### config.mk
export PLATFORM = sky130hd
export DESIGN_NAME = axi_full_reg_bridge
export DESIGN_NICKNAME = d
export VERILOG_FILES = /design/src/rtl/axi_full_reg_bridge.sv
export SDC_FILE = /design/constraint.sdc
export NUM_CORES = 1
export LEC_CHECK = 0
export CORE_MARGIN = 2
export CORE_UTILIZATION = 30
export DETAILED_ROUTE_END_ITERATION = 12
export PLACE_DENSITY = 0.74
export RECOVER_POWER = 25
export SYNTH_ARGS = -nofsm -noshare
export SYNTH_HDL_FRONTEND = slang
export SYNTH_SLANG_ARGS = --single-unit
### constraint.sdc
create_clock -name aclk -period 4.5 [get_ports aclk]
set_input_delay 0.45 -clock aclk [delete_from_list [all_inputs] [get_ports aclk]]
set_output_delay 0.45 -clock aclk [all_outputs]
set_load 0.05 [all_outputs]
### src/rtl/axi_full_reg_bridge.sv
// rtl/axi_full_reg_bridge.sv - AXI4 slave that splits bursts into single-beat register bus accesses
module axi_full_reg_bridge #(
    parameter int AXI_WIDTH_ID   = 4,
    parameter int AXI_WIDTH_ADDR = 32,
    parameter int AXI_WIDTH_DATA = 32,
    parameter int REG_ADDR_BITS  = 8
) (
    input  logic                        aclk,
    input  logic                        aresetn,
    input  logic [AXI_WIDTH_ID-1:0]     s_axi_awid,
    input  logic [AXI_WIDTH_ADDR-1:0]   s_axi_awaddr,
    input  logic [7:0]                  s_axi_awlen,
    input  logic                        s_axi_awlock,
    input  logic [2:0]                  s_axi_awsize,
    input  logic [1:0]                  s_axi_awburst,
    input  logic [3:0]                  s_axi_awcache,
    input  logic [2:0]                  s_axi_awprot,
    input  logic                        s_axi_awvalid,
    output logic                        s_axi_awready,
    input  logic [AXI_WIDTH_DATA-1:0]   s_axi_wdata,
    input  logic [AXI_WIDTH_DATA/8-1:0] s_axi_wstrb,
    input  logic                        s_axi_wlast,
    input  logic                        s_axi_wvalid,
    output logic                        s_axi_wready,
    output logic [AXI_WIDTH_ID-1:0]     s_axi_bid,
    output logic [1:0]                  s_axi_bresp,
    output logic                        s_axi_bvalid,
    input  logic                        s_axi_bready,
    input  logic [AXI_WIDTH_ID-1:0]     s_axi_arid,
    input  logic [AXI_WIDTH_ADDR-1:0]   s_axi_araddr,
    input  logic [7:0]                  s_axi_arlen,
    input  logic                        s_axi_arlock,
    input  logic [2:0]                  s_axi_arsize,
    input  logic [1:0]                  s_axi_arburst,
    input  logic [3:0]                  s_axi_arcache,
    input  logic [2:0]                  s_axi_arprot,
    input  logic                        s_axi_arvalid,
    output logic                        s_axi_arready,
    output logic [AXI_WIDTH_ID-1:0]     s_axi_rid,
    output logic [AXI_WIDTH_DATA-1:0]   s_axi_rdata,
    output logic [1:0]                  s_axi_rresp,
    output logic                        s_axi_rlast,
    output logic                        s_axi_rvalid,
    input  logic                        s_axi_rready,
    output logic [REG_ADDR_BITS-1:0]    reg_addr,
    output logic                        reg_wen,
    output logic [AXI_WIDTH_DATA-1:0]   reg_wdata,
    output logic [AXI_WIDTH_DATA/8-1:0] reg_wstrb,
    output logic                        reg_ren,
    input  logic [AXI_WIDTH_DATA-1:0]   reg_rdata
);

    localparam logic [1:0] RESP_OKAY   = 2'd0;
    localparam logic [1:0] RESP_SLVERR = 2'd2;
    localparam logic [1:0] BURST_FIXED = 2'd0;

    typedef enum logic [2:0] {
        S_IDLE,
        S_WDATA,
        S_WRESP,
        S_RREQ,
        S_RDATA
    } state_t;

    state_t                      state;
    logic [AXI_WIDTH_ID-1:0]     id_q;
    logic [REG_ADDR_BITS-1:0]    addr_q;
    logic [7:0]                  len_q;
    logic [7:0]                  cnt_q;
    logic [1:0]                  burst_q;
    logic                        err_q;
    logic                        last_rd_q;
    logic                        rfirst_q;
    logic [AXI_WIDTH_DATA-1:0]   rdata_q;

    logic                        aw_grant;
    logic                        ar_grant;
    logic                        beat_last;
    logic                        wlast_bad;
    logic [REG_ADDR_BITS-1:0]    next_addr;
    logic [AXI_WIDTH_DATA-1:0]   rd_now;
    logic                        unused_inputs;

    // Ties go to whichever channel lost the previous arbitration.
    assign aw_grant  = aresetn && (state == S_IDLE) && s_axi_awvalid &&
                       (!s_axi_arvalid || last_rd_q);
    assign ar_grant  = aresetn && (state == S_IDLE) && s_axi_arvalid && !aw_grant;
    assign beat_last = (cnt_q == len_q);
    assign wlast_bad = (s_axi_wlast != beat_last);
    assign next_addr = (burst_q == BURST_FIXED) ? addr_q : addr_q + REG_ADDR_BITS'(4);
    assign rd_now    = err_q ? '0 : reg_rdata;

    always_ff @(posedge aclk or negedge aresetn) begin
        if (!aresetn) begin
            state     <= S_IDLE;
            id_q      <= '0;
            addr_q    <= '0;
            len_q     <= '0;
            cnt_q     <= '0;
            burst_q   <= '0;
            err_q     <= 1'b0;
            last_rd_q <= 1'b1;
            rfirst_q  <= 1'b0;
            rdata_q   <= '0;
        end else begin
            case (state)
                S_IDLE: begin
                    if (aw_grant) begin
                        id_q      <= s_axi_awid;
                        addr_q    <= {s_axi_awaddr[REG_ADDR_BITS-1:2], 2'b00};
                        len_q     <= s_axi_awlen;
                        burst_q   <= s_axi_awburst;
                        cnt_q     <= '0;
                        err_q     <= (s_axi_awsize != 3'd2) || s_axi_awburst[1];
                        last_rd_q <= 1'b0;
                        state     <= S_WDATA;
                    end else if (ar_grant) begin
                        id_q      <= s_axi_arid;
                        addr_q    <= {s_axi_araddr[REG_ADDR_BITS-1:2], 2'b00};
                        len_q     <= s_axi_arlen;
                        burst_q   <= s_axi_arburst;
                        cnt_q     <= '0;
                        err_q     <= (s_axi_arsize != 3'd2) || s_axi_arburst[1];
                        last_rd_q <= 1'b1;
                        state     <= S_RREQ;
                    end
                end
                S_WDATA: begin
                    if (s_axi_wvalid) begin
                        err_q  <= err_q | wlast_bad;
                        addr_q <= next_addr;
                        cnt_q  <= cnt_q + 8'd1;
                        if (beat_last) state <= S_WRESP;
                    end
                end
                S_WRESP: begin
                    if (s_axi_bready) state <= S_IDLE;
                end
                S_RREQ: begin
                    rfirst_q <= 1'b1;
                    state    <= S_RDATA;
                end
                S_RDATA: begin
                    // Register file data is only guaranteed for one cycle, so hold it across stalls.
                    if (rfirst_q) begin
                        rdata_q  <= rd_now;
                        rfirst_q <= 1'b0;
                    end
                    if (s_axi_rready) begin
                        if (beat_last) begin
                            state <= S_IDLE;
                        end else begin
                            cnt_q  <= cnt_q + 8'd1;
                            addr_q <= next_addr;
                            state  <= S_RREQ;
                        end
                    end
                end
                default: state <= S_IDLE;
            endcase
        end
    end

    assign s_axi_awready = aw_grant;
    assign s_axi_arready = ar_grant;
    assign s_axi_wready  = (state == S_WDATA);
    assign s_axi_bvalid  = (state == S_WRESP);
    assign s_axi_bid     = id_q;
    assign s_axi_bresp   = ((state == S_WRESP) && err_q) ? RESP_SLVERR : RESP_OKAY;
    assign s_axi_rvalid  = (state == S_RDATA);
    assign s_axi_rid     = id_q;
    assign s_axi_rdata   = rfirst_q ? rd_now : rdata_q;
    assign s_axi_rresp   = ((state == S_RDATA) && err_q) ? RESP_SLVERR : RESP_OKAY;
    assign s_axi_rlast   = (state == S_RDATA) && beat_last;

    assign reg_addr  = addr_q;
    assign reg_wen   = (state == S_WDATA) && s_axi_wvalid && !err_q && !wlast_bad;
    assign reg_wdata = (state == S_WDATA) ? s_axi_wdata : '0;
    assign reg_wstrb = (state == S_WDATA) ? s_axi_wstrb : '0;
    assign reg_ren   = (state == S_RREQ) && !err_q;

    assign unused_inputs = ^{s_axi_awaddr[AXI_WIDTH_ADDR-1:REG_ADDR_BITS], s_axi_awaddr[1:0],
                             s_axi_awlock, s_axi_awcache, s_axi_awprot,
                             s_axi_araddr[AXI_WIDTH_ADDR-1:REG_ADDR_BITS], s_axi_araddr[1:0],
                             s_axi_arlock, s_axi_arcache, s_axi_arprot};

endmodule
==> qor.csv, run 1 <==
metric,value,unit
status,"complete, no violations",
Area Growth Syn to Fin,62.8,%
die height,120,µm
post-route ant nets,0,
warnings from Yosys,0,
sequential area share after synthesis,40.9,%
Yosys cell types,57,
area occupied by multi-input gates,2050,µm²
n_diodes,0,
final-layout fill cell count,1213,
#FFs+latches synth,66,
post-route setup slack,1.04,ns
initial core utilization,30.6,%
vias in the first global route,3842,
DP Worst Slack,1.39,ns
unrepaired setup endpoints after global routing,false,
Resized cells post-CTS,0,
Least-Margin Pin Slew,1.17,ns
Slew headroom,21.7,%
Detailed Place HPWL,8860,µm
maximum clock frequency,289,MHz
Placed Area,6250,µm²
Post-synth EDFFs,0,
fin. max-slew vios,0,
Synth area leader,dfrtp_1,
synthesized cell area,4040,µm²
core area,13200,µm²
Die ar.,14400,µm²
Iteration-0 DRC Markers,208,
logic gate share of total power,62.8,%
gr usage total,15.8,%
clock transition at the registers of the reported paths,0.05,ns
"most common cell after layout, fill and taps aside",clkdlybuf4s50_1,
First-pass DRT Iterations,4,
Finish-stage setup viols,0,
CP max stage delay,0.84,ns
top-area cell type share of the netlist area,40.3,%
"top cells by area, synth","dfrtp_1, o21ai_0, nand2_1, and2_1, mux2i_1",
Final Hold Fails,0,
Switching Fraction,50.1,%
Leakage Power,2.68,nW
Die X,120,µm
Buffers on Ports,213,
Worst Skew,0.00709,ns
Synth async-reset ratio,100,%
clock sink count,66,
Synth Flop Type,dfrtp_1,
post-layout min period,3.46,ns
Final Core Density,49.8,%
first-pass GRT wire length,18700,µm
WHS,0.475,ns
Post-Syn Instances,493,
largest net degree at the start of global routing,68,
final wirelength,11600,µm
Worst EP required,4.05,ns
CP max-delay cell,clkdlybuf4s50_1,
post-route cell area,6570,µm²
Tcrit/Tclk final,76.9,%
vias per cell,4.63,
TNS Setup,0,ns
setup repair bufs after CTS,0,
"commonest cells after routing, fill and taps aside","clkdlybuf4s50_1, nand2_1, o21ai_0",
Clk network pwr share,16.2,%
vias post-DR,4026,
critical path cell sequence,nor4b_4 -> nand3_4 -> inv_1 -> clkdlybuf4s50_1,
Max Cap Violations,0,
initial antenna violation count,0,
GP Congestion,0.841,
# IOs,286,
GRT overflow,0,
cell internal pwr,2.34,mW
row count,42,
Psw,2.35,mW
TritonCTS clock tree,yes,
clk root buf,clkbuf_16,
clock buffer count from CTS,9,
hold crit path type,input pin to async pin,
CTS max path bufs,2,
CP endpoint kind,primary output,
area taken by flip-flops and latches,1650,µm²
DR WL/cell,13.3,µm
H-tree Lvls,3,
power per cell area,713,nW/µm²
Reg power frac,21.0,%
Max Fanout on Critical Path,23,
WP data arrival,3.01,ns
worst skew pair latency,0.33,ns
share of cells above drive strength 1,5.05,%
nets,881,
Worst IR Drop VDD,0.239,mV
crit start category,flop,
synthesized area per cell,8.19,µm²
DRC viols,0,
cts hold-fix bufs,0,
crit path kind,flop to primary output,
[critical path: cells and delay by family, from the launching register on]
family                 cells  cell delay, ns
buffers and inverters      2            1.12
and+or+nand+nor            2            0.92
DFF                        1            0.63
[layer usage]
layer	wire [µm]	vias to the layer above	part of all wire (%)	GRT usage [%]
li1	-	2053	-	-
met3	772	23	6.7	3.04
met2	5160	172	45	24.3
met4	287	0	2.5	6.69
met1	5340	1778	46	21.7
met5	0	-	0	0
[synthesized netlist by cell type, types with 8 or more instances]
| cell | instances |
|---|---|
| a21oi_1 | 9 |
| and2_1 | 37 |
| buf_4 | 9 |
| clkbuf_1 | 17 |
| dfrtp_1 | 65 |
| inv_1 | 44 |
| mux2i_1 | 21 |
| nand2_1 | 90 |
| nand3_1 | 8 |
| nor2_1 | 15 |
| o21ai_0 | 80 |
| xnor2_1 | 8 |
[power groups by stage]
| stage | logic, mW | clock network, mW | registers, mW |
|---|---|---|---|
| 2_1_floorplan | 1.96 | 0 | 1.08 |
| 3_3_place_gp | 2.90 | 0 | 0.981 |
| 3_5_place_dp | 2.95 | 0 | 0.992 |
| 4_1_cts | 2.96 | 0.779 | 0.981 |
| 5_1_grt | 3.14 | 0.808 | 1.01 |
| 6_report | 2.94 | 0.759 | 0.983 |
[area by class of cell]
class | count | share of cell area, %
Tap cell | 176 | 3.35
Timing Repair Buffer | 217 | 32.8
Clock inverter | 2 | 0.914
Sequential cell | 66 | 25.2
Clock buffer | 13 | 3.96
Multi-Input combinational cell | 350 | 31.2
Inverter | 45 | 2.57
[sequential cells by signal (all words and copies together), names as in the netlist]
| name | cells |
|---|---|
| last_rd_q | 1 |
| s_axi_bid | 4 |
| rfirst_q | 1 |
| burst_q | 2 |
| len_q | 8 |
| state | 3 |
| err_q | 1 |
| rdata_q | 32 |
| reg_addr | 6 |
| cnt_q | 8 |
[path summary, 6_finish.rpt]
check / startpoint / end / slack (ns) / cells after the start
hold / removal: aresetn / rdata_q[7] / 0.47 / 2
setup reg to reg: state[2] / reg_addr[3] / 1.95 / 5
min in group aclk: burst_q[1] / burst_q[1] / 0.49 / 2
hold reg to reg: burst_q[1] / burst_q[1] / 0.49 / 2
max in group asynchronous: aresetn / cnt_q[1] / 3.50 / 2
setup / recovery: state[2] / s_axi_awready / 1.04 / 4
[through the flow]
step	std cells	total power, mW
2_1_floorplan	496	3.04
6_report	869	4.68
4_1_cts	869	4.72
3_5_place_dp	854	3.94
3_3_place_gp	854	3.89
5_1_grt	869	4.96
[cells by family after synthesis]
group	share of synthesized area [%]
AO/OA/AOI/OAI	18.3
XOR/XNOR	2.14
adder cells (fa/ha/maj)	0.620
buffers and inverters	8.65
flip-flops	40.9
multiplexers	6.14
other	0.0929
AND/OR/NAND/NOR	23.1
Note: power is estimated with default switching activity, not from simulation.
==> inputs of run 2 (changes only) <==
==> constraint.sdc (replaced) <==
create_clock -name aclk -period 3.5 [get_ports aclk]
set_input_delay 0.35 -clock aclk [delete_from_list [all_inputs] [get_ports aclk]]
set_output_delay 0.35 -clock aclk [all_outputs]
set_load 0.05 [all_outputs]
==> run 2 against run 1 <==
  * Die area stayed put
  * Core utilization is 0.70 points lower
  * Critical path depth is 1 lower
  * Non-clock buffer count is 3 higher
  * Worst setup slack worse by 0.56 ns
  * Critical endpoint is now s_axi_rlast
  * Register-to-register slack worse by 0.99 ns
  * Sequential cell count stayed put
  * First-iteration DRC count is 18% lower
  * Global-route usage is 0.31 points lower
==> qor.csv, run 2 (same netlist as run 1, synthesis figures left out) <==
metric,value,unit,change
first-pass GRT wire length,18100,µm,-3.0%
Final Hold Fails,0,,unchanged
met1 usage,20.6,%,-1.1 points
die height,120,µm,unchanged
placed insts,856,,+0.23%
Max Fanout on Critical Path,20,,-13%
Worst EP required,3.15,ns,-0.90 ns
met3 Track Usage GR,4.04,%,+1.0 points
largest net degree at the start of global routing,64,,-5.9%
most flop-heavy register,rdata_q,,
Die X,120,µm,unchanged
H-tree Lvls,3,,unchanged
post-route setup slack,0.475,ns,-0.562 ns
vias per cell,4.67,,+0.74%
post-layout min period,3.02,ns,
vias in the first global route,3731,,-2.9%
worst r2r path cells,5,,unchanged
initial core utilization,30.6,%,unchanged
row count,42,,unchanged
CP max stage delay,0.87,ns,+0.03 ns
Max Cap Violations,0,,unchanged
Worst IR Drop VDD,0.371,mV,+55%
CP max-delay cell,clkdlybuf4s50_1,,
crit path kind,flop to primary output,,
Leakage Power,2.75,nW,+2.6%
busiest grt layer,met2,,
power per cell area,901,nW/µm²,+26%
First-pass DRT Iterations,5,,+1
post-route ant nets,0,,unchanged
Worst Skew,0.0117,ns,+0.00463 ns
nets,884,,+0.34%
cts hold-fix bufs,1,,+1
CTS max path bufs,2,,unchanged
Least-Margin Pin Slew,1.32,ns,+0.146 ns
"commonest cells after routing, fill and taps aside","clkdlybuf4s50_1, nand2_1, o21ai_0",,
"most common cell after layout, fill and taps aside",clkdlybuf4s50_1,,
maximum clock frequency,331,MHz,
Buffers on Ports,213,,unchanged
Detailed Place HPWL,8900,µm,+0.46%
initial antenna violation count,0,,unchanged
setup repair bufs after CTS,0,,unchanged
n_diodes,0,,unchanged
clock buffer count from CTS,9,,unchanged
DP Worst Slack,0.862,ns,-0.528 ns
DRC viols,0,,unchanged
crit start category,flop,,
Reg power frac,21.6,%,+0.6 points
CP endpoint kind,primary output,,
GP Congestion,0.796,,-5.3%
final wirelength,11500,µm,-0.49%
# IOs,286,,unchanged
TritonCTS clock tree,yes,,
share of cells above drive strength 1,11.4,%,+6.3 points
critical path cell sequence,nand3_1 -> nor3_1 -> clkdlybuf4s50_1,,
largest registers,"rdata_q: 32 flops, cnt_q: 8 flops, len_q: 8 flops",,
fin. max-slew vios,0,,unchanged
Resized cells post-CTS,0,,unchanged
Clk network pwr share,14.2,%,-2.0 points
WP data arrival,2.67,ns,-0.34 ns
hold crit path type,input pin to async pin,,
Layout Cells excl Fill,871,,+0.23%
Iteration-0 DRC Markers,171,,-18%
core area,13200,µm²,unchanged
status,"complete, no violations",,
clk root buf,clkbuf_16,,
Psw,3.00,mW,+28%
DR WL/cell,13.2,µm,-0.72%
GRT met2 Usage,23.8,%,-0.53 points
Area Growth Syn to Fin,60.5,%,
gr usage total,15.5,%,-0.31 points
Overall Power,5.84,mW,+25%
TNS Setup,0,ns,unchanged
logic gate share of total power,64.1,%,+1.3 points
clock transition at the registers of the reported paths,0.05,ns,about the same
worst skew pair latency,0.33,ns,about the same
Switching Fraction,51.4,%,+1.3 points
cell internal pwr,2.84,mW,+21%
Tcrit/Tclk final,86.4,%,
max reg flops,32,,unchanged
vias post-DR,4065,,+0.97%
GRT overflow,0,,unchanged
Slew headroom,12.3,%,-9.4 points
unrepaired setup endpoints after global routing,false,,
Finish-stage setup viols,0,,unchanged
clock sink count,66,,unchanged
Die ar.,14400,µm²,unchanged
## run 2: cell count changes in the layout (fill, tap and decap cells not counted), moves of 2 or more
cell	delta
buf_4	+39
clkbuf_1	-3
clkdlybuf4s50_1	-40
buf_12	+2
bufinv_16	-2
## run 2: worst paths after layout
kind	from	end	slack, ns
min	aresetn	reg_addr[5]	0.49
max in group asynchronous	aresetn	cnt_q[0]	1.42
min reg2reg	burst_q[1]	burst_q[1]	0.49
min in group aclk	burst_q[1]	burst_q[1]	0.49
max reg2reg	state[2]	reg_addr[3]	0.96
max	state[2]	s_axi_rlast	0.48
## run 2: power groups by stage
stage          logic [mW]  registers (mW)  clock network (mW)
6_report             3.74            1.26               0.831
2_1_floorplan        2.52            1.39                   0
5_1_grt              3.98            1.30               0.891
3_3_place_gp         3.70            1.26                   0
3_5_place_dp         3.75            1.27                   0
4_1_cts              3.76            1.26               0.861
## run 2: per-stage QoR
| step | area (µm²) | hold WS, ns | util (%) |
|---|---|---|---|
| after global routing | 6480 | 0.509 | 49.1 |
| final | 6480 | 0.486 | 49.1 |
| after global placement | 6190 | 0.282 | 46.9 |
| after CTS | 6480 | 0.481 | 49.1 |
| after detailed placement | 6190 | 0.282 | 46.9 |
| after floorplan | 4050 | 0.0544 | - |
## run 2: cell type report
class / instances / area [µm²]
fillers: 1242 / 6710
repair buffers: 220 / 2100
multi-input cells: 350 / 2050
flip-flops and latches: 66 / 1650
clock buffers: 12 / 267
well taps: 176 / 220
inverters: 45 / 169
clock inverters: 2 / 12.5
## run 2: worst max-delay path: cells and delay by family, from the launching register on
| family | cells | cell delay, ns |
|---|---|---|
| buf+inv | 1 | 0.87 |
| flops | 1 | 0.79 |
| simple gates | 2 | 0.68 |
## run 2: per-layer routing
metal	routed length (µm)	share of wire, %
met1	5140	45
met5	0	0
met4	192	1.7
met2	5370	47
met3	794	6.9
